`src/rtl/trap_ctrl_if.sv`:
```
// Trap request, CSR access and redirect signals for trap_ctrl.
// master = the trap sequencer itself; slave = execute stage, CSR file and fetch.
interface trap_ctrl_if;
  logic        trap_valid;
  logic        trap_ready;
  logic [1:0]  trap_type;
  logic [31:0] trap_pc;
  logic        csr_req;
  logic        csr_we;
  logic [11:0] csr_addr;
  logic [31:0] csr_wdata;
  logic [31:0] csr_rdata;
  logic        csr_ack;
  logic        redirect_valid;
  logic [31:0] redirect_pc;
  logic        busy;

  modport master (
    input  trap_valid, trap_type, trap_pc, csr_rdata, csr_ack,
    output trap_ready, csr_req, csr_we, csr_addr, csr_wdata,
    output redirect_valid, redirect_pc, busy
  );

  modport slave (
    output trap_valid, trap_type, trap_pc, csr_rdata, csr_ack,
    input  trap_ready, csr_req, csr_we, csr_addr, csr_wdata,
    input  redirect_valid, redirect_pc, busy
  );
endinterface

```
`src/rtl/trap_ctrl.sv`:
```
// M-mode trap sequencer: CSR save/restore then a one-cycle redirect; each access waits on csr_ack.
// Redirect at cycle 6/4 (ecall/mret) with TRAP_MSTATUS_EN, 4/2 without; requests only taken in IDLE.
module trap_ctrl #(
  parameter int unsigned CAUSE_ECALL  = 11,
  parameter int unsigned CAUSE_EBREAK = 3
) (
  input  logic        clk,
  input  logic        rst,
  trap_ctrl_if.master bus
);

  localparam logic [2:0] IDLE      = 3'd0;
  localparam logic [2:0] W_MEPC    = 3'd1;
  localparam logic [2:0] W_MCAUSE  = 3'd2;
`ifdef TRAP_MSTATUS_EN
  localparam logic [2:0] R_MSTATUS = 3'd3;
  localparam logic [2:0] W_MSTATUS = 3'd4;
`endif
  localparam logic [2:0] R_MTVEC   = 3'd5;
  localparam logic [2:0] R_MEPC    = 3'd6;
  localparam logic [2:0] REDIRECT  = 3'd7;

  localparam logic [1:0] T_ECALL  = 2'b00;
  localparam logic [1:0] T_EBREAK = 2'b01;
  localparam logic [1:0] T_MRET   = 2'b10;

  localparam logic [11:0] A_MSTATUS = 12'h300;
  localparam logic [11:0] A_MTVEC   = 12'h305;
  localparam logic [11:0] A_MEPC    = 12'h341;
  localparam logic [11:0] A_MCAUSE  = 12'h342;

  logic [2:0]  state, state_nxt;
  logic [1:0]  type_q;
  logic [31:0] pc_q;
  logic [31:0] rd_q;
  logic        accept;
  logic        is_mret;
  logic [31:0] cause_val;

  assign accept    = bus.trap_valid && (state == IDLE);
  assign is_mret   = (type_q == T_MRET);
  assign cause_val = (type_q == T_EBREAK) ? 32'(CAUSE_EBREAK) : 32'(CAUSE_ECALL);

`ifdef TRAP_MSTATUS_EN
  logic [31:0] ms_q;
  logic [31:0] ms_wdata;

  // Entry stacks MIE into MPIE; mret pops it back. MPP is always M on this core.
  always_comb begin
    ms_wdata = ms_q;
    if (is_mret) begin
      ms_wdata[3] = ms_q[7];
      ms_wdata[7] = 1'b1;
    end else begin
      ms_wdata[7] = ms_q[3];
      ms_wdata[3] = 1'b0;
    end
    ms_wdata[12:11] = 2'b11;
  end
`endif

  always_comb begin
    state_nxt = state;
    case (state)
      IDLE: begin
        if (bus.trap_valid) begin
          case (bus.trap_type)
            T_ECALL, T_EBREAK: state_nxt = W_MEPC;
            T_MRET:            state_nxt = R_MEPC;
            default:           state_nxt = IDLE;
          endcase
        end
      end
      W_MEPC:   if (bus.csr_ack) state_nxt = W_MCAUSE;
`ifdef TRAP_MSTATUS_EN
      W_MCAUSE:  if (bus.csr_ack) state_nxt = R_MSTATUS;
      R_MSTATUS: if (bus.csr_ack) state_nxt = W_MSTATUS;
      W_MSTATUS: if (bus.csr_ack) state_nxt = is_mret ? REDIRECT : R_MTVEC;
      R_MEPC:    if (bus.csr_ack) state_nxt = R_MSTATUS;
`else
      W_MCAUSE:  if (bus.csr_ack) state_nxt = R_MTVEC;
      R_MEPC:    if (bus.csr_ack) state_nxt = REDIRECT;
`endif
      R_MTVEC:  if (bus.csr_ack) state_nxt = REDIRECT;
      REDIRECT: state_nxt = IDLE;
      default:  state_nxt = IDLE;
    endcase
  end

  always_ff @(posedge clk) begin
    if (rst) begin
      state  <= IDLE;
      type_q <= 2'b00;
      pc_q   <= 32'h0;
      rd_q   <= 32'h0;
    end else begin
      state <= state_nxt;
      if (accept) begin
        type_q <= bus.trap_type;
        pc_q   <= bus.trap_pc;
      end
      if (bus.csr_ack && (state == R_MTVEC || state == R_MEPC))
        rd_q <= bus.csr_rdata;
    end
  end

`ifdef TRAP_MSTATUS_EN
  always_ff @(posedge clk) begin
    if (rst)
      ms_q <= 32'h0;
    else if (bus.csr_ack && state == R_MSTATUS)
      ms_q <= bus.csr_rdata;
  end
`endif

  // Everything below decodes from registered state, so no input reaches an output combinationally.
  always_comb begin
    bus.csr_req   = 1'b0;
    bus.csr_we    = 1'b0;
    bus.csr_addr  = 12'h0;
    bus.csr_wdata = 32'h0;
    case (state)
      W_MEPC: begin
        bus.csr_req   = 1'b1;
        bus.csr_we    = 1'b1;
        bus.csr_addr  = A_MEPC;
        bus.csr_wdata = pc_q;
      end
      W_MCAUSE: begin
        bus.csr_req   = 1'b1;
        bus.csr_we    = 1'b1;
        bus.csr_addr  = A_MCAUSE;
        bus.csr_wdata = cause_val;
      end
`ifdef TRAP_MSTATUS_EN
      R_MSTATUS: begin
        bus.csr_req  = 1'b1;
        bus.csr_addr = A_MSTATUS;
      end
      W_MSTATUS: begin
        bus.csr_req   = 1'b1;
        bus.csr_we    = 1'b1;
        bus.csr_addr  = A_MSTATUS;
        bus.csr_wdata = ms_wdata;
      end
`endif
      R_MTVEC: begin
        bus.csr_req  = 1'b1;
        bus.csr_addr = A_MTVEC;
      end
      R_MEPC: begin
        bus.csr_req  = 1'b1;
        bus.csr_addr = A_MEPC;
      end
      default: begin
        bus.csr_req   = 1'b0;
        bus.csr_we    = 1'b0;
        bus.csr_addr  = 12'h0;
        bus.csr_wdata = 32'h0;
      end
    endcase
  end

  // Only direct-mode mtvec is supported, so the low two bits are dropped for both targets.
  assign bus.redirect_valid = (state == REDIRECT);
  assign bus.redirect_pc    = (state == REDIRECT) ? (rd_q & 32'hFFFF_FFFC) : 32'h0;
  assign bus.busy           = (state != IDLE);
  assign bus.trap_ready     = (state == IDLE);

endmodule

```
`src/flat_wrapper.sv`:
```
// flat-port wrapper written by rule: the top's interface ports become plain ports
module trap_ctrl_flat 
#(
  parameter int unsigned CAUSE_ECALL  = 11,
  parameter int unsigned CAUSE_EBREAK = 3
)
  (clk, rst, bus_trap_valid, bus_trap_type, bus_trap_pc, bus_csr_rdata, bus_csr_ack, bus_trap_ready, bus_csr_req, bus_csr_we, bus_csr_addr, bus_csr_wdata, bus_redirect_valid, bus_redirect_pc, bus_busy);
  trap_ctrl_if bus_i ();
  input  logic clk;
  input  logic rst;
  input wire logic [$bits(bus_i.trap_valid)-1:0] bus_trap_valid;
  input wire logic [$bits(bus_i.trap_type)-1:0] bus_trap_type;
  input wire logic [$bits(bus_i.trap_pc)-1:0] bus_trap_pc;
  input wire logic [$bits(bus_i.csr_rdata)-1:0] bus_csr_rdata;
  input wire logic [$bits(bus_i.csr_ack)-1:0] bus_csr_ack;
  output wire logic [$bits(bus_i.trap_ready)-1:0] bus_trap_ready;
  output wire logic [$bits(bus_i.csr_req)-1:0] bus_csr_req;
  output wire logic [$bits(bus_i.csr_we)-1:0] bus_csr_we;
  output wire logic [$bits(bus_i.csr_addr)-1:0] bus_csr_addr;
  output wire logic [$bits(bus_i.csr_wdata)-1:0] bus_csr_wdata;
  output wire logic [$bits(bus_i.redirect_valid)-1:0] bus_redirect_valid;
  output wire logic [$bits(bus_i.redirect_pc)-1:0] bus_redirect_pc;
  output wire logic [$bits(bus_i.busy)-1:0] bus_busy;
  assign bus_i.trap_valid = bus_trap_valid;
  assign bus_i.trap_type = bus_trap_type;
  assign bus_i.trap_pc = bus_trap_pc;
  assign bus_i.csr_rdata = bus_csr_rdata;
  assign bus_i.csr_ack = bus_csr_ack;
  assign bus_trap_ready = bus_i.trap_ready;
  assign bus_csr_req = bus_i.csr_req;
  assign bus_csr_we = bus_i.csr_we;
  assign bus_csr_addr = bus_i.csr_addr;
  assign bus_csr_wdata = bus_i.csr_wdata;
  assign bus_redirect_valid = bus_i.redirect_valid;
  assign bus_redirect_pc = bus_i.redirect_pc;
  assign bus_busy = bus_i.busy;
  trap_ctrl #(.CAUSE_ECALL(CAUSE_ECALL), .CAUSE_EBREAK(CAUSE_EBREAK)) u_core (.clk(clk), .rst(rst), .bus(bus_i));
endmodule
```
`config.mk`:
```
export PLATFORM = sky130hd
export DESIGN_NAME = trap_ctrl_flat
export DESIGN_NICKNAME = d
export VERILOG_FILES = /design/src/rtl/trap_ctrl_if.sv /design/src/rtl/trap_ctrl.sv /design/src/flat_wrapper.sv
export SDC_FILE = /design/constraint.sdc
export NUM_CORES = 1
export LEC_CHECK = 0
export CAP_MARGIN = 10
export CELL_PAD_IN_SITES_DETAIL_PLACEMENT = 2
export CELL_PAD_IN_SITES_GLOBAL_PLACEMENT = 2
export CORE_MARGIN = 5
export CORE_UTILIZATION = 21
export CTS_BUF_LIST = sky130_fd_sc_hd__clkbuf_16
export DETAILED_ROUTE_END_ITERATION = 10
export PLACE_DENSITY_LB_ADDON = 0.1
export SLEW_MARGIN = 5
export SYNTH_ARGS = -nofsm -noshare
export SYNTH_HDL_FRONTEND = slang
export SYNTH_SLANG_ARGS = --single-unit
```
`constraint.sdc`:
```
create_clock -name clk -period 1.4 [get_ports clk]
set_input_delay 0.14 -clock clk [delete_from_list [all_inputs] [get_ports clk]]
set_output_delay 0.14 -clock clk [all_outputs]
set_load 0.02 [all_outputs]
```
==> flow_summary.ini <==
[worst_setup_path]
end_kind = output pin
path_max_fanout = 7
worstPathRequired_ps = 1260
crit_arrival_ps = 1600
worstReg2RegStart = u_core.state[1]
reg2reg_setup_slack_ps = -290
reg2reg_to = u_core.pc_q[10]
path_class = flip-flop to output pin
startpoint_type = flip-flop
reg2reg_depth = 6

[detailed_routing]
drtIter0Drc = 116
firstDrtPassIters = 4
detail-route-antenna-nets = 0
routed-via-count = 3320
viasPerCell = 4.187
drc = 0
wl_mm = 14.37
avgRoutedWirePerCell_um = 18.12

[cts]
path_clk_slew_ps = 60
clock_latency_ps = 340
cts-root-buf = clkbuf_16
cts.path.max_buffers = 2
cts.sinks = 67
cts_made_buffers = 9
htree_levels = 3
cts_tree = yes
hold_buffers = 0

[cells_and_area]
final_common_cell = buf_6
final_util = 0.4179
fin_nets = 642
final_cell_mix = buf_6, clkdlybuf4s50_1, dfxtp_1
fillerInstances = 1666
seqCellArea_mm2 = 0.001345
syn2layout_area_growth_pct = 97.96
diodes = 0
layout-drive-gt1-share = 0.5182
multiInputGateArea_mm2 = 0.002262
design_area_mm2 = 0.006566

[yosys]
synth_compound_gate_area_share = 0.07205
synthSimpleGateAreaFrac = 0.3425
yosysWarnings = 0
synth_area_mm2 = 0.003317
ys_async_sr_fraction = 0
synthMuxAreaShare = 0.09053
syn_area_per_cell_um2 = 8.549
syn_inst = 388
synth_flop_cell = dfxtp_1
synthAdderAreaFrac = 0
synth_top_family_by_area = simple AND/OR/NAND/NOR gates
synth_cell_types = 28
synth-seq-cells = 67
synth_edf_count = 0
ys_seq_area_frac = 0.4044
synthXorXnorAreaFrac = 0.005281

[timing]
post-route-period-util = 1.240
setup_viol = 139
skew_ps = 11.94
max_freq_mhz = 576.2
period_needed_ps = 1736
slew_viol_final = 0
grt_setup_unrepaired = true
final-hold-violation-count = 0
timing.final.ws_setup_ps = -335.6

[placed_design]
portBuffers = 140
dp_slack_ps = -436.8
placed_area_mm2 = 0.005146
gp_congestion = 0.7140
dp_hpwl_mm = 8.043

[global_route]
grt_pass1_wl_mm = 21.70
grt-ovfl-total = 0
gr-usage-all-layers = 0.1560
first_global_vias = 3727
grt_max_degree = 77
antenna_found_initial = 0

[floorplanning]
placementRows = 46
die_h_um = 135.7
fp.dieW_um = 135.7
core_mm2 = 0.01571
start_util = 0.2111
pin_count = 151
die_area_mm2 = 0.01841

[power_and_ir_drop]
peakVddDrop_mv = 0.5192
power_density_mw_per_mm2 = 875.6
power.leakage_nw = 2.707
power.total_mw = 5.750

[worst_hold_path]
whs_endpoint = u_core.pc_q[23]
hp-class = input port to flip-flop
min_from = rst
hold_depth = 3

[outcome]
status = complete, but fails checks
failed_checks = setup timing

[job]
maxCapViolations = 0
==> worst max-delay path by stage <==
stage,from,end,depth (start not counted)
after global placement,u_core.state[1],bus_redirect_pc[7],5
after global routing,u_core.state[1],bus_csr_wdata[26],5
after detailed placement,u_core.state[1],bus_redirect_pc[15],5
after CTS,u_core.state[1],bus_csr_wdata[7],6
after floorplan,u_core.state[0],u_core.rd_q[10],6
final,u_core.state[1],bus_csr_wdata[7],6
==> critical path, stage by stage (launching register included) <==
cell,delay (ps)
dfxtp_2,330
and2b_1,190
and2b_4,210
buf_6,130
buf_6,120
and2_4,150
buf_6,120
==> area by class of cell <==
cell class                      instances  share of cell area
Inverter                                1           0.0005716
Timing Repair Buffer                  205              0.3678
Tap cell                              216             0.04116
Sequential cell                        67              0.2048
Clock buffer                            9             0.03430
Multi-Input combinational cell        288              0.3445
Clock inverter                          7            0.006860
==> report_power, final <==
group | switching [mW] | internal (mW)
sequential | 0.0876 | 2.00
combinational | 0.694 | 0.864
clock | 0.915 | 1.19
==> metrics by stage <==
stage,hold slack (ps),TNS (ps),cells
2_1_floorplan,276.0,-2856,395
3_5_place_dp,446.5,-43020,735
3_3_place_gp,442.9,-39600,735
4_1_cts,240.6,-36380,785
5_1_grt,251.3,-41890,793
6_report,228.4,-33760,793
==> registers in the layout (all words and copies together) (netlist names) <==
register,cells
u_core.pc_q,32
u_core.rd_q,30
u_core.state,3
u_core.type_q,2
==> cells in the mapped netlist (2+ instances only) <==
cell	count	area [µm²]
a21oi_1	37	185.2
and3_1	2	12.51
clkbuf_1	15	56.30
nand2_1	68	255.2
a22oi_1	3	22.52
and2_1	60	375.4
and2b_1	2	15.01
xor2_1	2	17.52
nand2b_1	63	394.1
buf_2	4	20.02
mux2i_1	30	300.3
buf_8	6	90.09
dfxtp_1	67	1341
buf_6	2	22.52
or2_2	2	12.51
a21o_1	3	22.52
buf_4	11	82.58
==> logic make-up (layout without fill, tap and decap cells) <==
family / Yosys count / after routing
buf+inv: 40 / 222
other cells: 1 / 8
flops: 67 / 67
compound gates: 44 / 44
mux: 30 / 30
xor+xnor: 2 / 2
simple gates: 204 / 204
==> per-layer routing <==
metal / vias to the layer above / share of wire / GRT usage
met3: 12 / 0.047 / 0.04049
met4: 0 / 0.013 / 0.04871
met2: 90 / 0.50 / 0.2611
met1: 1621 / 0.44 / 0.1966
li1: 1597 / - / -
met5: - / 0 / 0
==> timing repair <==
item | CTS | global route
pin swaps | 52 | 30
endpoints found under the setup margin | 137 | 140
buffers inserted | 24 | 18
gates resized for setup | 516 | 78
hold endpoints to repair | 0 | 0
cloned | 14 | 3
No activity file was read; power rests on OpenSTA's default activity.
